File: config.mk
export PLATFORM = sky130hd
export DESIGN_NAME = alu_arbiter
export DESIGN_NICKNAME = d
export VERILOG_FILES = /design/src/rtl/alu_pkg.sv /design/src/rtl/alu_tag_fifo.sv /design/src/rtl/alu_arbiter.sv
export SDC_FILE = /design/constraint.sdc
export NUM_CORES = 1
export LEC_CHECK = 0
export CAP_MARGIN = 0
export CORE_UTILIZATION = 63
export CTS_CLUSTER_DIAMETER = 50
export CTS_CLUSTER_SIZE = 40
export DETAILED_ROUTE_END_ITERATION = 8
export DONT_BUFFER_PORTS = 1
export PLACE_DENSITY = 0.91
export SETUP_SLACK_MARGIN = 0.4
export SYNTH_ARGS = -nofsm -noshare
export SYNTH_HDL_FRONTEND = slang
export SYNTH_HIERARCHICAL = 1
export SYNTH_SLANG_ARGS = --single-unit
File: constraint.sdc
create_clock -name i_clk -period 3.2 [get_ports i_clk]
set_input_delay 0.32 -clock i_clk [delete_from_list [all_inputs] [get_ports i_clk]]
set_output_delay 0.32 -clock i_clk [all_outputs]
set_load 0.005 [all_outputs]
File: src/rtl/alu_pkg.sv
// alu_pkg: shared widths, opcodes and types for the fixed-point ALU and its arbiter
package alu_pkg;
    localparam int INT_W   = 7;
    localparam int FRAC_W  = 5;
    localparam int INST_W  = 3;
    localparam int DATA_W  = INT_W + FRAC_W;
    localparam int MAX_OUT = 4;
    localparam int CNT_W   = $clog2(MAX_OUT + 1);
    localparam logic [CNT_W-1:0] CNT_MAX = CNT_W'(MAX_OUT);
    localparam logic [INST_W-1:0] OP_ADD = 3'b000;
    localparam logic [INST_W-1:0] OP_SUB = 3'b001;
    localparam logic [INST_W-1:0] OP_MUL = 3'b010;
    localparam logic [INST_W-1:0] OP_DIV = 3'b011;
    typedef logic req_id_t;
endpackage

File: src/rtl/alu_tag_fifo.sv
// alu_tag_fifo: in-order FIFO of requester ids for ALU operations in flight
module alu_tag_fifo
    import alu_pkg::*;
#(
    parameter int DEPTH = MAX_OUT
) (
    input  logic    i_clk,
    input  logic    i_rst_n,
    input  logic    i_push,
    input  req_id_t i_tag,
    input  logic    i_pop,
    output req_id_t o_head,
    output logic    o_empty,
    output logic    o_full
);
    localparam int PTR_W = $clog2(DEPTH) + 1;
    logic [PTR_W-1:0] wr_q, wr_d, rd_q, rd_d;
    logic [DEPTH-1:0] mem_q, mem_d;
    logic do_push, do_pop;
    assign o_empty = wr_q == rd_q;
    assign o_full  = (wr_q[PTR_W-2:0] == rd_q[PTR_W-2:0]) && (wr_q[PTR_W-1] != rd_q[PTR_W-1]);
    assign o_head  = mem_q[rd_q[PTR_W-2:0]];
    // Pointer advance; a push at full is taken only when the head leaves in the same edge
    always_comb begin
        do_push = i_push && (!o_full || i_pop);
        do_pop  = i_pop && !o_empty;
        wr_d    = wr_q + PTR_W'(do_push);
        rd_d    = rd_q + PTR_W'(do_pop);
        mem_d   = mem_q;
        if (do_push) mem_d[wr_q[PTR_W-2:0]] = i_tag;
    end
    // Pointer and tag storage registers
    always_ff @(posedge i_clk or negedge i_rst_n) begin
        if (!i_rst_n) begin
            wr_q  <= '0;
            rd_q  <= '0;
            mem_q <= '0;
        end else begin
            wr_q  <= wr_d;
            rd_q  <= rd_d;
            mem_q <= mem_d;
        end
    end
endmodule

File: src/rtl/alu_arbiter.sv
// alu_arbiter: round-robin sharing of one ALU between two requesters with in-order result routing
module alu_arbiter
    import alu_pkg::*;
(
    input  logic              i_clk,
    input  logic              i_rst_n,
    input  logic              i_req0_valid,
    output logic              o_req0_ready,
    input  logic [DATA_W-1:0] i_req0_a,
    input  logic [DATA_W-1:0] i_req0_b,
    input  logic [INST_W-1:0] i_req0_inst,
    input  logic              i_req1_valid,
    output logic              o_req1_ready,
    input  logic [DATA_W-1:0] i_req1_a,
    input  logic [DATA_W-1:0] i_req1_b,
    input  logic [INST_W-1:0] i_req1_inst,
    output logic              o_alu_valid,
    output logic [DATA_W-1:0] o_alu_data_a,
    output logic [DATA_W-1:0] o_alu_data_b,
    output logic [INST_W-1:0] o_alu_inst,
    input  logic              i_alu_valid,
    input  logic [DATA_W-1:0] i_alu_data,
    input  logic              i_alu_overflow,
    output logic              o_rsp0_valid,
    output logic [DATA_W-1:0] o_rsp0_data,
    output logic              o_rsp0_overflow,
    output logic              o_rsp1_valid,
    output logic [DATA_W-1:0] o_rsp1_data,
    output logic              o_rsp1_overflow,
    output logic              o_err
);
    logic [CNT_W-1:0]  cnt_q, cnt_d;
    req_id_t           last_q, last_d, winner, head;
    logic              slot, accept, ret, fifo_empty, fifo_full;
    logic              alu_valid_q, alu_valid_d, err_q, err_d;
    logic [DATA_W-1:0] alu_a_q, alu_a_d, alu_b_q, alu_b_d;
    logic [INST_W-1:0] alu_inst_q, alu_inst_d;
    logic [1:0]        rsp_valid_q, rsp_valid_d, rsp_ovf_q, rsp_ovf_d;
    logic [DATA_W-1:0] rsp0_data_q, rsp0_data_d, rsp1_data_q, rsp1_data_d;

    // A lone requester wins outright; a tie goes to whoever was not granted last
    assign winner       = (i_req0_valid ^ i_req1_valid) ? i_req1_valid : ~last_q;
    assign slot         = (cnt_q < CNT_MAX) && !fifo_full;
    assign o_req0_ready = slot && !winner;
    assign o_req1_ready = slot && winner;
    assign accept       = slot && (winner ? i_req1_valid : i_req0_valid);
    assign ret          = i_alu_valid && !fifo_empty;

    alu_tag_fifo #(.DEPTH(MAX_OUT)) u_tags (
        .i_clk   (i_clk),
        .i_rst_n (i_rst_n),
        .i_push  (accept),
        .i_tag   (winner),
        .i_pop   (ret),
        .o_head  (head),
        .o_empty (fifo_empty),
        .o_full  (fifo_full)
    );

    // Next-state: issue capture, outstanding count, response demux by head tag, sticky error
    always_comb begin
        cnt_d       = cnt_q + CNT_W'(accept) - CNT_W'(ret);
        last_d      = accept ? winner : last_q;
        alu_valid_d = accept;
        alu_a_d     = accept ? (winner ? i_req1_a : i_req0_a) : alu_a_q;
        alu_b_d     = accept ? (winner ? i_req1_b : i_req0_b) : alu_b_q;
        alu_inst_d  = accept ? (winner ? i_req1_inst : i_req0_inst) : alu_inst_q;
        rsp_valid_d = {ret && head, ret && !head};
        rsp_ovf_d   = {rsp_valid_d[1] ? i_alu_overflow : rsp_ovf_q[1],
                       rsp_valid_d[0] ? i_alu_overflow : rsp_ovf_q[0]};
        rsp0_data_d = rsp_valid_d[0] ? i_alu_data : rsp0_data_q;
        rsp1_data_d = rsp_valid_d[1] ? i_alu_data : rsp1_data_q;
        err_d       = err_q || (i_alu_valid && cnt_q == '0);
    end

    // State registers; last resets to 1 so requester 0 wins the first tie
    always_ff @(posedge i_clk or negedge i_rst_n) begin
        if (!i_rst_n) begin
            cnt_q       <= '0;
            last_q      <= 1'b1;
            alu_valid_q <= 1'b0;
            alu_a_q     <= '0;
            alu_b_q     <= '0;
            alu_inst_q  <= '0;
            rsp_valid_q <= '0;
            rsp_ovf_q   <= '0;
            rsp0_data_q <= '0;
            rsp1_data_q <= '0;
            err_q       <= 1'b0;
        end else begin
            cnt_q       <= cnt_d;
            last_q      <= last_d;
            alu_valid_q <= alu_valid_d;
            alu_a_q     <= alu_a_d;
            alu_b_q     <= alu_b_d;
            alu_inst_q  <= alu_inst_d;
            rsp_valid_q <= rsp_valid_d;
            rsp_ovf_q   <= rsp_ovf_d;
            rsp0_data_q <= rsp0_data_d;
            rsp1_data_q <= rsp1_data_d;
            err_q       <= err_d;
        end
    end

    assign o_alu_valid     = alu_valid_q;
    assign o_alu_data_a    = alu_a_q;
    assign o_alu_data_b    = alu_b_q;
    assign o_alu_inst      = alu_inst_q;
    assign o_rsp0_valid    = rsp_valid_q[0];
    assign o_rsp1_valid    = rsp_valid_q[1];
    assign o_rsp0_overflow = rsp_ovf_q[0];
    assign o_rsp1_overflow = rsp_ovf_q[1];
    assign o_rsp0_data     = rsp0_data_q;
    assign o_rsp1_data     = rsp1_data_q;
    assign o_err           = err_q;
endmodule

* Yosys cells after proc, flatten, opt, wreduce, memory -nomap -nowiden
Index checks and enable logic that the tools add are counted.
** Word-level totals
- Register bits :: 71
- Input port bits :: 72
** Cells by class
- Bitwise gates (word level) :: 2
- Order comparisons :: 4
- Multiplexer cells :: 10
- Eq/ne operators :: 3
- Reduce and logical (&&, ||, !) cells :: 19
- Add/subtract/negate cells :: 4
** Operators by type and width (count)
- $mux W12 :: 2
- $logic_and A1 B1 Y1 :: 12
- $add A3 B1 Y3 :: 3
- $lt A2 B3 Y1 const B :: 2
- $bwmux W4 :: 1
- $logic_not A1 Y1 :: 4
- $mux W1 :: 4
- $eq A3 B3 Y1 :: 1
- $logic_not A3 Y1 :: 1
- $lt A3 B3 Y1 const B :: 1
- $mux W3 :: 1
- $sub A3 B1 Y3 :: 1
- $bmux W1 S2 :: 1
- $demux W1 S2 :: 1
- $eq A2 B2 Y1 :: 1
- $ge A2 B1 Y1 const B :: 1
- $logic_or A1 B1 Y1 :: 2
- $ne A1 B1 Y1 :: 1
- $not A1 Y1 :: 1
- $xor A1 B1 Y1 :: 1

* Logic depth before layout (Yosys ltp)
Gate-level depths: netlist of run 1.
- Word-level depth :: 7
- Gate-level depth with buffers :: 10
- Mapped depth without buffers :: 8

* Hierarchy
The synthesis of run 1 kept the hierarchy.
** Modules (own cells, without submodules)
- alu_arbiter :: area an instance 2767.7 um2, cells an instance 242, times used 1
- alu_tag_fifo :: area an instance 528.0 um2, cells an instance 36, times used 1

* Worst setup path before layout of run 1
OpenSTA, ideal clock, no wires.
- Kind :: reg-to-reg
- From :: register u_tags.wr_q[2]
- To :: register u_tags.wr_q[2]
- Stages on the path, launching flop included :: 8
- Setup slack :: 0.814 ns
- Required time :: 3.076 ns
- Arrival :: 2.262 ns
- Setup time :: 0.124 ns
- Path through :: dfrtp_1 > xnor2_1 > nor3b_1 > nor2b_4 > o41a_2 > ha_1 > ha_1 > xor2_1
** RTL lines
- start: declaration :: RTL line alu_tag_fifo.sv:17 : logic [PTR_W-1:0] wr_q, wr_d, rd_q, rd_d;
- start signal: assignment :: RTL line alu_tag_fifo.sv:39 : wr_q <= wr_d;
- $eq A3 B3 Y1 :: RTL line alu_tag_fifo.sv:20 : assign o_empty = wr_q == rd_q;
- net fifo_empty :: RTL line alu_arbiter.sv:34 : logic slot, accept, ret, fifo_empty, fifo_full;
- $logic_not A1 Y1 :: RTL line alu_arbiter.sv:47 : assign ret = i_alu_valid && !fifo_empty;
- $logic_and A1 B1 Y1 :: RTL line alu_arbiter.sv:47
- net ret :: RTL line alu_arbiter.sv:34
- $logic_or A1 B1 Y1 :: RTL line alu_tag_fifo.sv:25 : do_push = i_push && (!o_full || i_pop);
- $logic_and A1 B1 Y1 :: RTL line alu_tag_fifo.sv:25
- $add A3 B1 Y3 :: RTL line alu_tag_fifo.sv:27 : wr_d = wr_q + PTR_W'(do_push);
- net u_tags.wr_d[2] :: RTL line alu_tag_fifo.sv:17
The timed path passes the listed nets, and every way through them passes these cells.
A chain may end at the register's enable or synchronous reset.

* Worst setup path after layout of run 1
- From :: register u_tags.wr_q[2]
- To :: register cnt_q[2]
** Between the ends
- Longest elaborated chain between the ends :: 7
** RTL lines
- $ne A1 B1 Y1 :: RTL line alu_tag_fifo.sv:21 : assign o_full = (wr_q[PTR_W-2:0] == rd_q[PTR_W-2:0]) && (wr_q[PTR_W-1] != rd_q[PTR_W-1]);
- $logic_and A1 B1 Y1 :: RTL line alu_tag_fifo.sv:21
- net fifo_full :: RTL line alu_arbiter.sv:34
- $logic_not A1 Y1 :: RTL line alu_arbiter.sv:43 : assign slot = (cnt_q < CNT_MAX) && !fifo_full;
- $logic_and A1 B1 Y1 :: RTL line alu_arbiter.sv:43
- $logic_and A1 B1 Y1 :: RTL line alu_arbiter.sv:46 : assign accept = slot && (winner ? i_req1_valid : i_req0_valid);
- $add A3 B1 Y3 :: RTL line alu_arbiter.sv:62 : cnt_d = cnt_q + CNT_W'(accept) - CNT_W'(ret);
- $sub A3 B1 Y3 :: RTL line alu_arbiter.sv:62
- net cnt_d[2] :: RTL line alu_arbiter.sv:32 : logic [CNT_W-1:0] cnt_q, cnt_d;
- end signal: assignment :: RTL line alu_arbiter.sv:91 : cnt_q <= cnt_d;
- end: declaration :: RTL line alu_arbiter.sv:32
The timed path passes the listed nets, and every way through them passes these cells.

==> metrics.md, run 1 <==
| Metric | Value |
|---|---|
| Reg2Reg Setup Slack | `530 ps` |
| Most common library cells after synthesis | `70 x dfrtp_1, 27 x mux2_2, 27 x nand3_1, 27 x nor2_1, 23 x o21ai_0` |
| Required time of the worst setup path | `3470 ps` |
| First-pass GRT wire length | `10.6 mm` |
| Max Freq | `374 MHz` |
| Vias per cell | `6.50` |
| Setup Skew | `7.37 ps` |
| Fin crit period | `2670 ps` |
| Most used cell, CP | `xnor2_1` |
| Post-route cell area | `3520 um2` |
| Final Slew Violations | `0` |
| Longest Clk Path Bufs | `2` |
| Layout area overhead | `6.91%` |
| Max cap viols | `0` |
| Final WS setup | `529 ps` |
| Slew HR | `30.9%` |
| Layout Nets | `354` |
| Sequential element share of the synthesized area | `53.9%` |
| WL/cell | `20.5 um` |
| CTS root buffer | `clkbuf_8` |
| Antenna violations before repair | `0` |
| Final setup vio count | `0` |
| Buf/Inv on CP | `0` |
| CP max stage delay | `530 ps` |
| Critical path class | `flop to flop` |
| Post-Syn Area | `3300 um2` |
| Level count of the clock H-tree | `3` |
| DIE AREA | `5520 um2` |
| Area leader, netlist | `dfrtp_1` |
| CTS sink cnt | `71` |
| Core Util, Final | `72.2%` |
| Top Family by Delay on Critical Path | `XOR/XNOR gates` |
| Layout Cells excl Fill | `347` |
| Layout cell share with drive strength beyond 1 | `27.1%` |
| Post-Route WL | `7.10 mm` |
| Syn Area/Cell | `11.9 um2` |
| Drc violations | `0` |
| Pleak | `0.00144 uW` |
| Die Ht | `74.3 um` |
| Arrival time at the worst endpoint | `2940 ps` |
| Crit-path max FO | `7` |
| Synthesized Nets | `357` |
| Most frequent cell after synthesis | `dfrtp_1` |
| Main flop type after synthesis | `dfrtp_1` |
| Rows | `25` |
| Unrepaired setup endpoints after global routing | `no` |
| Synth warnings | `6` |
| DP Worst Slack | `537 ps` |
| Synth top area share | `53.2%` |
| Synth Register Bits | `71` |
| Outcome | `finished, final reports clean` |
| Slew @ Worst Pin | `1040 ps` |
| Setup TNS | `0 ps` |
| CP max stage cell | `xnor2_1` |
| Largest net degree at the start of global routing | `72` |
| IO Pins | `131` |
| Worst vdd ir | `618 uV` |
| Gpl congestion | `0.829` |
| Diodes inserted | `0` |
| CP cell instances | `xnor2_1 > nor3_1 > or3_4 > xnor2_1 > ha_1 > fa_1 > xnor2_1 > xnor2_1` |
| GRT Overall Usage | `26.4%` |
| Detailed-route via count | `2256` |
| Initial Util | `67.5%` |
| Final worst-path cycle share | `83.5%` |
| Setup bufs post-CTS | `0` |
| Port buffer count | `0` |
| Final number of hold-violating endpoints | `0` |
| Vias in the first global route | `2209` |
| CP Launch Type | `flop` |
| Post-DP HPWL | `4.75 mm` |
| Reg clk slew, reported paths | `80 ps` |
| CTS tree | `done` |
| Final ANT Viol Nets | `0` |
| Clk_lat worst skew | `340 ps` |
| DR pass1 iterations | `4` |
| Starting DRT DRC Count | `181` |
| Worst Setup End Kind | `flop` |
| Overflow left after global routing | `0` |
| Core Footprint | `4880 um2` |
| Worst hold path type | `input port to flop` |
| Total CTS buffers | `9` |
| Placed Cells incl. Taps | `329` |
| PD cells | `1160 nW/um2` |
| Post-synth EDFFs | `0` |
| Synth unique cells | `37` |
| Placed cell area | `3280 um2` |
| Ys async rst share | `100%` |
| Cell count after synthesis | `278` |
| Fill cells | `346` |
| Die W | `74.3 um` |
| Top cells by area, synth | `dfrtp_1 53%, mux2_2 9.2%, a31oi_2 4.6%` |
## cell families after synthesis
kind of cell,Yosys count,share of synthesized area [%]
buffers and inverters,26,4.63
multiplexers,32,11.3
AND/OR/NAND/NOR,74,11.5
XOR/XNOR,8,2.58
AO/OA/AOI/OAI,60,13.2
adder cells (fa/ha/maj),7,2.89
flip-flops,71,53.9
## where the power goes
part	total, uW	leakage (uW)	switching, uW	internal, uW
Sequential	1770	0.000819	382	1380
Clock	709	0.0000956	348	361
Combinational	1600	0.000528	860	736
Total	4070	0.00144	1590	2480
## stage by stage
stage | total power (uW) | hold slack, ps
after floorplan | 3060 | 24.4
after global placement | 3200 | 25.6
after detailed placement | 3330 | 25.8
after CTS | 4080 | 105
after global routing | 4340 | 101
final | 4070 | 120
## layout make-up
class	count	area (um2)	area share, %
Timing Repair Buffer	7	75.1	2.13
Clock inverter	7	72.6	2.06
Inverter	5	20.0	0.568
Clock buffer	9	124	3.52
Multi-Input combinational cell	181	1370	38.9
Tap cell	67	83.8	2.38
Sequential cell	71	1780	50.5
## per-layer routing
metal  GRT usage (%)  vias up  routed length, um
met1            31.5     1101               2660
met5               0        -                  0
met4            14.0        0                221
li1                -      994                  -
met2            42.6      141               3550
met3            8.94       20                669
## what timing repair did
action | 4_1_cts | 5_1_grt
hold buffers | 2 | 0
endpoints found under the setup margin | 0 | 2
hold endpoints to repair | 71 | 0
gates resized for setup | 0 | 1
## cells in the final DEF (no fill, tap or decap), types with 3 or more instances in the layout
master,count
a31oi_1,15
a31oi_2,12
buf_4,5
clkbuf_8,9
clkinv_2,3
dfrtp_1,70
ha_1,6
inv_1,4
mux2_1,4
mux2_2,27
nand3_1,27
nor2_1,27
nor2b_1,4
o21ai_0,23
o21ai_1,4
o41ai_1,4
xnor2_1,4
## flip-flops by register name, indices dropped and copies added (netlist names)
| register | cells |
|---|---|
| o_alu_data_a | 12 |
| o_alu_data_b | 12 |
| o_rsp0_data | 12 |
| o_rsp1_data | 12 |
| u_tags/mem_q | 4 |
| cnt_q | 3 |
| o_alu_inst | 3 |
| u_tags/rd_q | 3 |
| u_tags/wr_q | 3 |
| rsp_ovf_q | 2 |
| rsp_valid_q | 2 |
| last_q | 1 |
| o_alu_valid | 1 |
| o_err | 1 |
## worst paths after layout
check                                          from                          end  cells past startpoint
min                                   i_alu_data[7]   o_rsp1_data[7]$_DFFE_PN0P_                      1
min reg2reg                u_tags/rd_q[2]$_DFF_PN0_     u_tags/rd_q[2]$_DFF_PN0_                      1
max in group asynchronous                   i_rst_n           last_q$_DFFE_PN1P_                      2
min in group asynchronous                   i_rst_n  o_alu_data_a[9]$_DFFE_PN0P_                      2
max                        u_tags/wr_q[2]$_DFF_PN0_           cnt_q[2]$_DFF_PN0_                      8
max reg2reg                u_tags/wr_q[2]$_DFF_PN0_           cnt_q[2]$_DFF_PN0_                      8
Power figures use the tool's default switching activity.
==> run 2, diff against run 1 <==
--- a/config.mk
+++ b/config.mk
@@ -6,12 +6,12 @@
 export NUM_CORES = 1
 export LEC_CHECK = 0
 export CAP_MARGIN = 0
-export CORE_UTILIZATION = 63
+export CORE_UTILIZATION = 57
 export CTS_CLUSTER_DIAMETER = 50
 export CTS_CLUSTER_SIZE = 40
 export DETAILED_ROUTE_END_ITERATION = 8
 export DONT_BUFFER_PORTS = 1
-export PLACE_DENSITY = 0.91
+export PLACE_DENSITY = 0.87
 export SETUP_SLACK_MARGIN = 0.4
 export SYNTH_ARGS = -nofsm -noshare
 export SYNTH_HDL_FRONTEND = slang
==> constraint.sdc (replaced) <==
create_clock -name i_clk -period 2.35 [get_ports i_clk]
set_input_delay 0.235 -clock i_clk [delete_from_list [all_inputs] [get_ports i_clk]]
set_output_delay 0.235 -clock i_clk [all_outputs]
set_load 0.005 [all_outputs]
==> run 2 against run 1 <==
Design area increased by 20%. Combinational power increased by 140%. Core utilization increased by 4.1 points. Count of clock-buffer cells in the layout increased by 2. Highest routed layer unchanged.
==> metrics.md, run 2 (synthesized netlist as in run 1, its figures left out) <==
| Metric | Value |
|---|---|
| Outcome | `finished, final reports clean (unchanged)` |
| Longest Clk Path Bufs | `2 (unchanged)` |
| Port buffer count | `0 (unchanged)` |
| CTS sink cnt | `71 (unchanged)` |
| Drc violations | `0 (unchanged)` |
| Final Slew Violations | `0 (unchanged)` |
| Diodes inserted | `0 (unchanged)` |
| Worst Hold Path Cells | `1 (unchanged)` |
| Total CTS buffers | `9 (unchanged)` |
| Final worst-path cycle share | `97.6% (was 83.5%)` |
| Rows | `27 (was 25)` |
| CTS tree | `done (unchanged)` |
| FF-to-FF Start | `u_tags/rd_q[1]$_DFF_PN0_ (was u_tags/wr_q[2]$_DFF_PN0_)` |
| Gpl congestion | `0.741 (was 0.829)` |
| Crit-path max FO | `7 (unchanged)` |
| Area of the multi-input gates | `1600 um2 (was 1370 um2)` |
| Commonest cells after routing, fill and taps aside | `64 x dfrtp_1, 27 x nor2_1, 27 x nand3_1 (was 70 x dfrtp_1, 27 x nor2_1, 27 x nand3_1, 27 x mux2_2, 23 x o21ai_0)` |
| Fill cells | `337 (was 346)` |
| CTS root buffer | `clkbuf_8 (unchanged)` |
| Setup TNS | `0 ps (unchanged)` |
| Post-Route WL | `8.72 mm (was 7.10 mm)` |
| Reg power frac | `33.2% (was 43.4%)` |
| CP Launch Type | `flop (unchanged)` |
| Clock power share | `15.3% (was 17.4%)` |
| Layout area overhead | `28.3% (was 6.91%)` |
| Initial Util | `59.5% (was 67.5%)` |
| Max cap viols | `0 (unchanged)` |
| Met3 usage | `8.72% (was 8.94%)` |
| Die Ht | `78.0 um (was 74.3 um)` |
| GRT Overall Usage | `24.3% (was 26.4%)` |
| Placed cell area | `3390 um2 (was 3280 um2)` |
| CP max stage delay | `460 ps (was 530 ps)` |
| Worst Reg-to-Reg Cells | `9 (was 8)` |
| Die W | `78.0 um (was 74.3 um)` |
| First-pass GRT wire length | `11.1 mm (was 10.6 mm)` |
| Post-route cell area | `4230 um2 (was 3520 um2)` |
| GR Layer Usage met1 | `27.2% (was 31.5%)` |
| PD cells | `1750 nW/um2 (was 1160 nW/um2)` |
| Combinational power share | `51.6% (was 39.2%)` |
| Switching Fraction | `37.1% (was 39.1%)` |
| Vias in the first global route | `2295 (was 2209)` |
| Setup Skew | `7.80 ps (was 7.37 ps)` |
| Power Internal | `4650 uW (was 2480 uW)` |
| Starting DRT DRC Count | `235 (was 181)` |
| IO Pins | `131 (unchanged)` |
| Area taken by flip-flops and latches | `1790 um2 (was 1780 um2)` |
| CP max stage cell | `dfrtp_2 (was xnor2_1)` |
| Most common cell after layout, fill and taps aside | `dfrtp_1 (unchanged)` |
| Clk_lat worst skew | `360 ps (was 340 ps)` |
| Final setup vio count | `0 (unchanged)` |
| Layout Cells excl Fill | `386 (was 347)` |
| Final number of hold-violating endpoints | `0 (unchanged)` |
| Reg2Reg Setup Slack | `60 ps (was 530 ps)` |
| Critical path class | `flop to flop (unchanged)` |
| Design Power | `7400 uW (was 4070 uW)` |
| Vias per cell | `6.41 (was 6.50)` |
| Reg clk slew, reported paths | `80 ps (about the same)` |
| Post-DP HPWL | `4.57 mm (was 4.75 mm)` |
| DIE AREA | `6090 um2 (was 5520 um2)` |
| Layout cell share with drive strength beyond 1 | `42.4% (was 27.1%)` |
| Worst hold path type | `input port to flop (unchanged)` |
| Fin crit period | `2290 ps (was 2670 ps)` |
| Layout Nets | `388 (was 354)` |
| Core Footprint | `5540 um2 (was 4880 um2)` |
| Unrepaired setup endpoints after global routing | `yes (was no)` |
| Required time of the worst setup path | `2580 ps (was 3470 ps)` |
| CP cell instances | `xor2_4 > nor3_2 > or3_4 > buf_4 > buf_6 > inv_8 > and3_2 > o41ai_1 > mux2_1 (was xnor2_1 > nor3_1 > or3_4 > xnor2_1 > ha_1 > fa_1 > xnor2_1 > xnor2_1)` |
| Hold Slack | `24.8 ps (was 120 ps)` |
| Arrival time at the worst endpoint | `2520 ps (was 2940 ps)` |
| Beginning of the worst hold path | `i_alu_data[9] (was i_alu_data[7])` |
| Final ANT Viol Nets | `0 (unchanged)` |
| Antenna violations before repair | `0 (unchanged)` |
| Reg-to-reg endpoint | `u_tags/mem_q[3]$_DFFE_PN0P_ (was cnt_q[2]$_DFF_PN0_)` |
| Level count of the clock H-tree | `3 (unchanged)` |
| DR pass1 iterations | `4 (unchanged)` |
| Pleak | `0.00178 uW (was 0.00144 uW)` |
| Worst vdd ir | `1020 uV (was 618 uV)` |
| Slew @ Worst Pin | `642 ps (was 1040 ps)` |
| Detailed-route via count | `2475 (was 2256)` |
| M2 GR Usage | `41.5% (was 42.6%)` |
| Largest net degree at the start of global routing | `72 (unchanged)` |
| GRT Max-Usage Layer | `met2 (unchanged)` |
| Slew HR | `56.6% (was 30.9%)` |
| Overflow left after global routing | `0 (unchanged)` |
| Worst Setup End Kind | `flop (unchanged)` |
| Psw | `2740 uW (was 1590 uW)` |
| Hold endpoint | `o_rsp0_data[9]$_DFFE_PN0P_ (was o_rsp1_data[7]$_DFFE_PN0P_)` |
| WL/cell | `22.6 um (was 20.5 um)` |
| Max Freq | `436 MHz (was 374 MHz)` |
| Placed Cells incl. Taps | `338 (was 329)` |
-- run 2: worst max-delay path, delay by kind of cell, from the launching register on --
family / cells / cell delay (ps)
and+or+nand+nor: 3 / 600
DFF: 1 / 460
muxes: 1 / 380
buffers and inverters: 3 / 340
xor gates and xnor gates: 1 / 260
AOI/OAI and AO/OA: 1 / 120
-- run 2: what timing repair did --
action,4_1_cts,5_1_grt
pin swaps,4,6
gates cloned,1,6
endpoints found under the hold margin,71,0
setup buffers,12,11
endpoints found under the setup margin,50,58
resized for setup,17,39
hold buffers,2,0
-- run 2: worst max-delay path by stage --
stage                     slack, ps                          end  cells after the start                startpoint
after global placement          140     u_tags/wr_q[2]$_DFF_PN0_                      7  u_tags/rd_q[2]$_DFF_PN0_
after global routing             20  u_tags/mem_q[3]$_DFFE_PN0P_                      9  u_tags/rd_q[1]$_DFF_PN0_
after floorplan                 200     u_tags/wr_q[2]$_DFF_PN0_                      7  u_tags/rd_q[2]$_DFF_PN0_
final                            60  u_tags/mem_q[3]$_DFFE_PN0P_                      9  u_tags/rd_q[1]$_DFF_PN0_
after detailed placement         60     u_tags/wr_q[2]$_DFF_PN0_                      7  u_tags/rd_q[2]$_DFF_PN0_
after CTS                       210           cnt_q[2]$_DFF_PN0_                      8  u_tags/wr_q[1]$_DFF_PN0_
-- run 2: routing by layer --
metal  vias up  part of all wire [%]
li1       1058                     -
met1      1228                    36
met2       160                    52
met3        29                   9.2
met4         0                   3.3
met5         -                     0
-- run 2: metrics by stage --
step	setup slack (ps)	util, %
detailed placement	64.0	61.1
floorplan	196	-
CTS	214	69.1
global route	15.0	76.3
global placement	137	61.1
finish	56.5	76.3
-- run 2: final cells by class --
class | count | share of cell area, %
clock buffers | 11 | 3.58
clock inverters | 5 | 1.89
inverters | 5 | 0.621
multi-input cells | 181 | 37.8
flip-flops and latches | 71 | 42.2
well taps | 72 | 2.13
repair buffers | 41 | 11.8
-- run 2: power groups by stage --
stage	logic (uW)	clock network (uW)	registers (uW)
after global routing	4060	1200	2520
after CTS	2680	1130	2430
after detailed placement	2250	0	2450
final	3810	1130	2450
after floorplan	2000	0	2310
after global placement	2140	0	2420
==> run 3, diff against run 2 <==
--- a/config.mk
+++ b/config.mk
@@ -7,7 +7,7 @@
 export LEC_CHECK = 0
 export CAP_MARGIN = 0
 export CORE_UTILIZATION = 57
-export CTS_CLUSTER_DIAMETER = 50
+export CTS_CLUSTER_DIAMETER = 120
 export CTS_CLUSTER_SIZE = 40
 export DETAILED_ROUTE_END_ITERATION = 8
 export DONT_BUFFER_PORTS = 1
==> constraint.sdc (replaced) <==
create_clock -name i_clk -period 2.35 [get_ports i_clk]
set_input_delay 0.235 -clock i_clk [delete_from_list [all_inputs] [get_ports i_clk]]
set_output_delay 0.235 -clock i_clk [all_outputs]
set_load 0.05 [all_outputs]
==> run 3 against run 2 <==
Sequential cell count unchanged. Routed wire length decreased by 2.2%. Design area increased by 0.44%. Sequential share of layout area decreased by 0.22 points. Non-clock buffer count decreased by 2. Worst setup slack improved by 50 ps. Critical path depth unchanged. Global-route usage increased by 1.5 points. Clock skew about the same. Die area unchanged. Count of clock-buffer cells in the layout decreased by 1. Critical endpoint is now u_tags/mem_q[0]$_DFFE_PN0P_. Hold slack improved by 16 ps.
==> metrics.md, run 3 (synthesized netlist as in run 1, its figures left out) <==
| Metric | Value |
|---|---|
| Met3 WL post-DR | `703 um (was 806 um)` |
| Metal2 WL | `4.42 mm (was 4.50 mm)` |
| Max Freq | `446 MHz (was 436 MHz)` |
| Layout Cells excl Fill | `385 (was 386)` |
| Layout cell share with drive strength beyond 1 | `42.5% (was 42.4%)` |
| CTS root buffer | `clkbuf_8 (unchanged)` |
| Starting DRT DRC Count | `179 (was 235)` |
| Vias per cell | `6.44 (was 6.41)` |
| Gpl congestion | `0.841 (was 0.741)` |
| First-pass GRT wire length | `11.9 mm (was 11.1 mm)` |
| Longest Clk Path Bufs | `2 (unchanged)` |
| CP Launch Type | `flop (unchanged)` |
| Post-Route WL | `8.53 mm (was 8.72 mm)` |
| Uppermost routed layer | `met4 (unchanged)` |
| Die W | `78.0 um (unchanged)` |
| IO Pins | `131 (unchanged)` |
| Antenna violations before repair | `0 (unchanged)` |
| Placed Cells incl. Taps | `339 (was 338)` |
| Final WS setup | `107 ps (was 56.5 ps)` |
| Slew HR | `65.3% (was 56.6%)` |
| Most common cell after layout, fill and taps aside | `dfrtp_1 (unchanged)` |
| Setup TNS | `0 ps (unchanged)` |
| Layout area overhead | `28.9% (was 28.3%)` |
| Commonest cells after routing, fill and taps aside | `65 x dfrtp_1, 27 x nor2_1, 27 x nand3_1 (was 64 x dfrtp_1, 27 x nor2_1, 27 x nand3_1)` |
| FF-to-FF Start | `u_tags/wr_q[0]$_DFF_PN0_ (was u_tags/rd_q[1]$_DFF_PN0_)` |
| Setup Skew | `8.26 ps (was 7.80 ps)` |
| CP Launch Point | `u_tags/wr_q[0]$_DFF_PN0_ (was u_tags/rd_q[1]$_DFF_PN0_)` |
| GRT Overall Usage | `25.8% (was 24.3%)` |
| Final Slew Violations | `0 (unchanged)` |
| Post-DP HPWL | `4.61 mm (was 4.57 mm)` |
| Crit-path max FO | `11 (was 7)` |
| DP Worst Slack | `91.5 ps (was 64.0 ps)` |
| Worst Setup End Kind | `flop (unchanged)` |
| Required time of the worst setup path | `2570 ps (was 2580 ps)` |
| Arrival time at the worst endpoint | `2460 ps (was 2520 ps)` |
| CTS tree | `done (unchanged)` |
| Outcome | `finished, final reports clean (unchanged)` |
| Drc violations | `0 (unchanged)` |
| Initial Util | `59.5% (unchanged)` |
| Final ANT Viol Nets | `0 (unchanged)` |
| Max cap viols | `0 (unchanged)` |
| Core Footprint | `5540 um2 (unchanged)` |
| Final number of hold-violating endpoints | `0 (unchanged)` |
| Layout Nets | `387 (was 388)` |
| Reg clk slew, reported paths | `80 ps (about the same)` |
| DR pass1 iterations | `5 (was 4)` |
| DIE AREA | `6090 um2 (unchanged)` |
| CTS sink cnt | `71 (unchanged)` |
| Overflow left after global routing | `0 (unchanged)` |
| Unrepaired setup endpoints after global routing | `yes (unchanged)` |
| CP cell instances | `xor2_4 > nor3_4 > or3_4 > buf_4 > buf_6 > clkinv_8 > nor3b_2 > o41ai_1 > mux2_1 (was xor2_4 > nor3_2 > or3_4 > buf_4 > buf_6 > inv_8 > and3_2 > o41ai_1 > mux2_1)` |
| Met1 wire length | `3.23 mm (was 3.13 mm)` |
| Slew @ Worst Pin | `521 ps (was 642 ps)` |
| Port buffer count | `0 (unchanged)` |
| CP max stage delay | `450 ps (was 460 ps)` |
| WL/cell | `22.1 um (was 22.6 um)` |
| Rows | `27 (unchanged)` |
| Clk_lat worst skew | `340 ps (was 360 ps)` |
| Fin crit period | `2240 ps (was 2290 ps)` |
| Final worst-path cycle share | `95.4% (was 97.6%)` |
| Largest net degree at the start of global routing | `72 (unchanged)` |
| Vias in the first global route | `2387 (was 2295)` |
| Core Util, Final | `76.7% (was 76.3%)` |
| Final setup vio count | `0 (unchanged)` |
| Critical path class | `flop to flop (unchanged)` |
| Level count of the clock H-tree | `3 (unchanged)` |
| Detailed-route via count | `2480 (was 2475)` |
| Total CTS buffers | `9 (unchanged)` |
| Die Ht | `78.0 um (unchanged)` |
| Worst hold path type | `input port to flop (unchanged)` |
| Beginning of the worst hold path | `i_alu_data[3] (was i_alu_data[9])` |
| Diodes inserted | `0 (unchanged)` |
| CP max stage cell | `dfrtp_2 (unchanged)` |
[run 3: critical path: cells and delay by family, from the launching register on]
family | cells | cell delay [ps]
xor+xnor | 1 | 280
buf+inv | 3 | 360
mux | 1 | 330
compound gates | 1 | 120
simple gates | 3 | 580
flops | 1 | 450
[run 3: layout make-up]
class / instances / area, um2
multi-input cells: 182 / 1630
inverters: 5 / 31.3
clock inverters: 6 / 109
flip-flops and latches: 71 / 1780
fillers: 311 / 1290
clock buffers: 10 / 128
well taps: 72 / 90.1
repair buffers: 39 / 480
[run 3: through the flow]
step / cell area (um2) / hold slack, ps
6_report: 4250 / 40.6
5_1_grt: 4250 / 17.4
4_1_cts: 3910 / 26.7
3_5_place_dp: 3430 / -59.2
3_3_place_gp: 3430 / -59.4
2_1_floorplan: 3400 / -60.6
[run 3: what timing repair did]
action	in CTS	in global routing
setup buffers	12	9
hold buffers	2	0
pin swaps	4	4
endpoints found under the setup margin	45	59
endpoints found under the hold margin	71	0
resized for setup	26	35
cloned	2	5
[run 3: per-layer routing]
layer  GRT usage [%]  vias to the layer above
li1                -                     1061
met1            29.0                     1238
met2            43.3                      160
met3            8.95                       21
met4            13.3                        0
met5               0                        -
[run 3: path summary, 6_finish.rpt]
check	slack (ps)	depth (start not counted)	endpoint
setup / recovery	110	9	u_tags/mem_q[0]$_DFFE_PN0P_
hold / removal	40	1	o_rsp0_data[3]$_DFFE_PN0P_
setup reg to reg	110	9	u_tags/mem_q[0]$_DFFE_PN0P_
hold reg to reg	510	1	u_tags/mem_q[3]$_DFFE_PN0P_
max in group asynchronous	1580	2	last_q$_DFFE_PN1P_
min in group asynchronous	430	2	o_alu_data_a[10]$_DFFE_PN0P_
Power of run 3 is not shown: default switching activity piles up to over one toggle a cycle in this logic, so the estimate is an artifact.
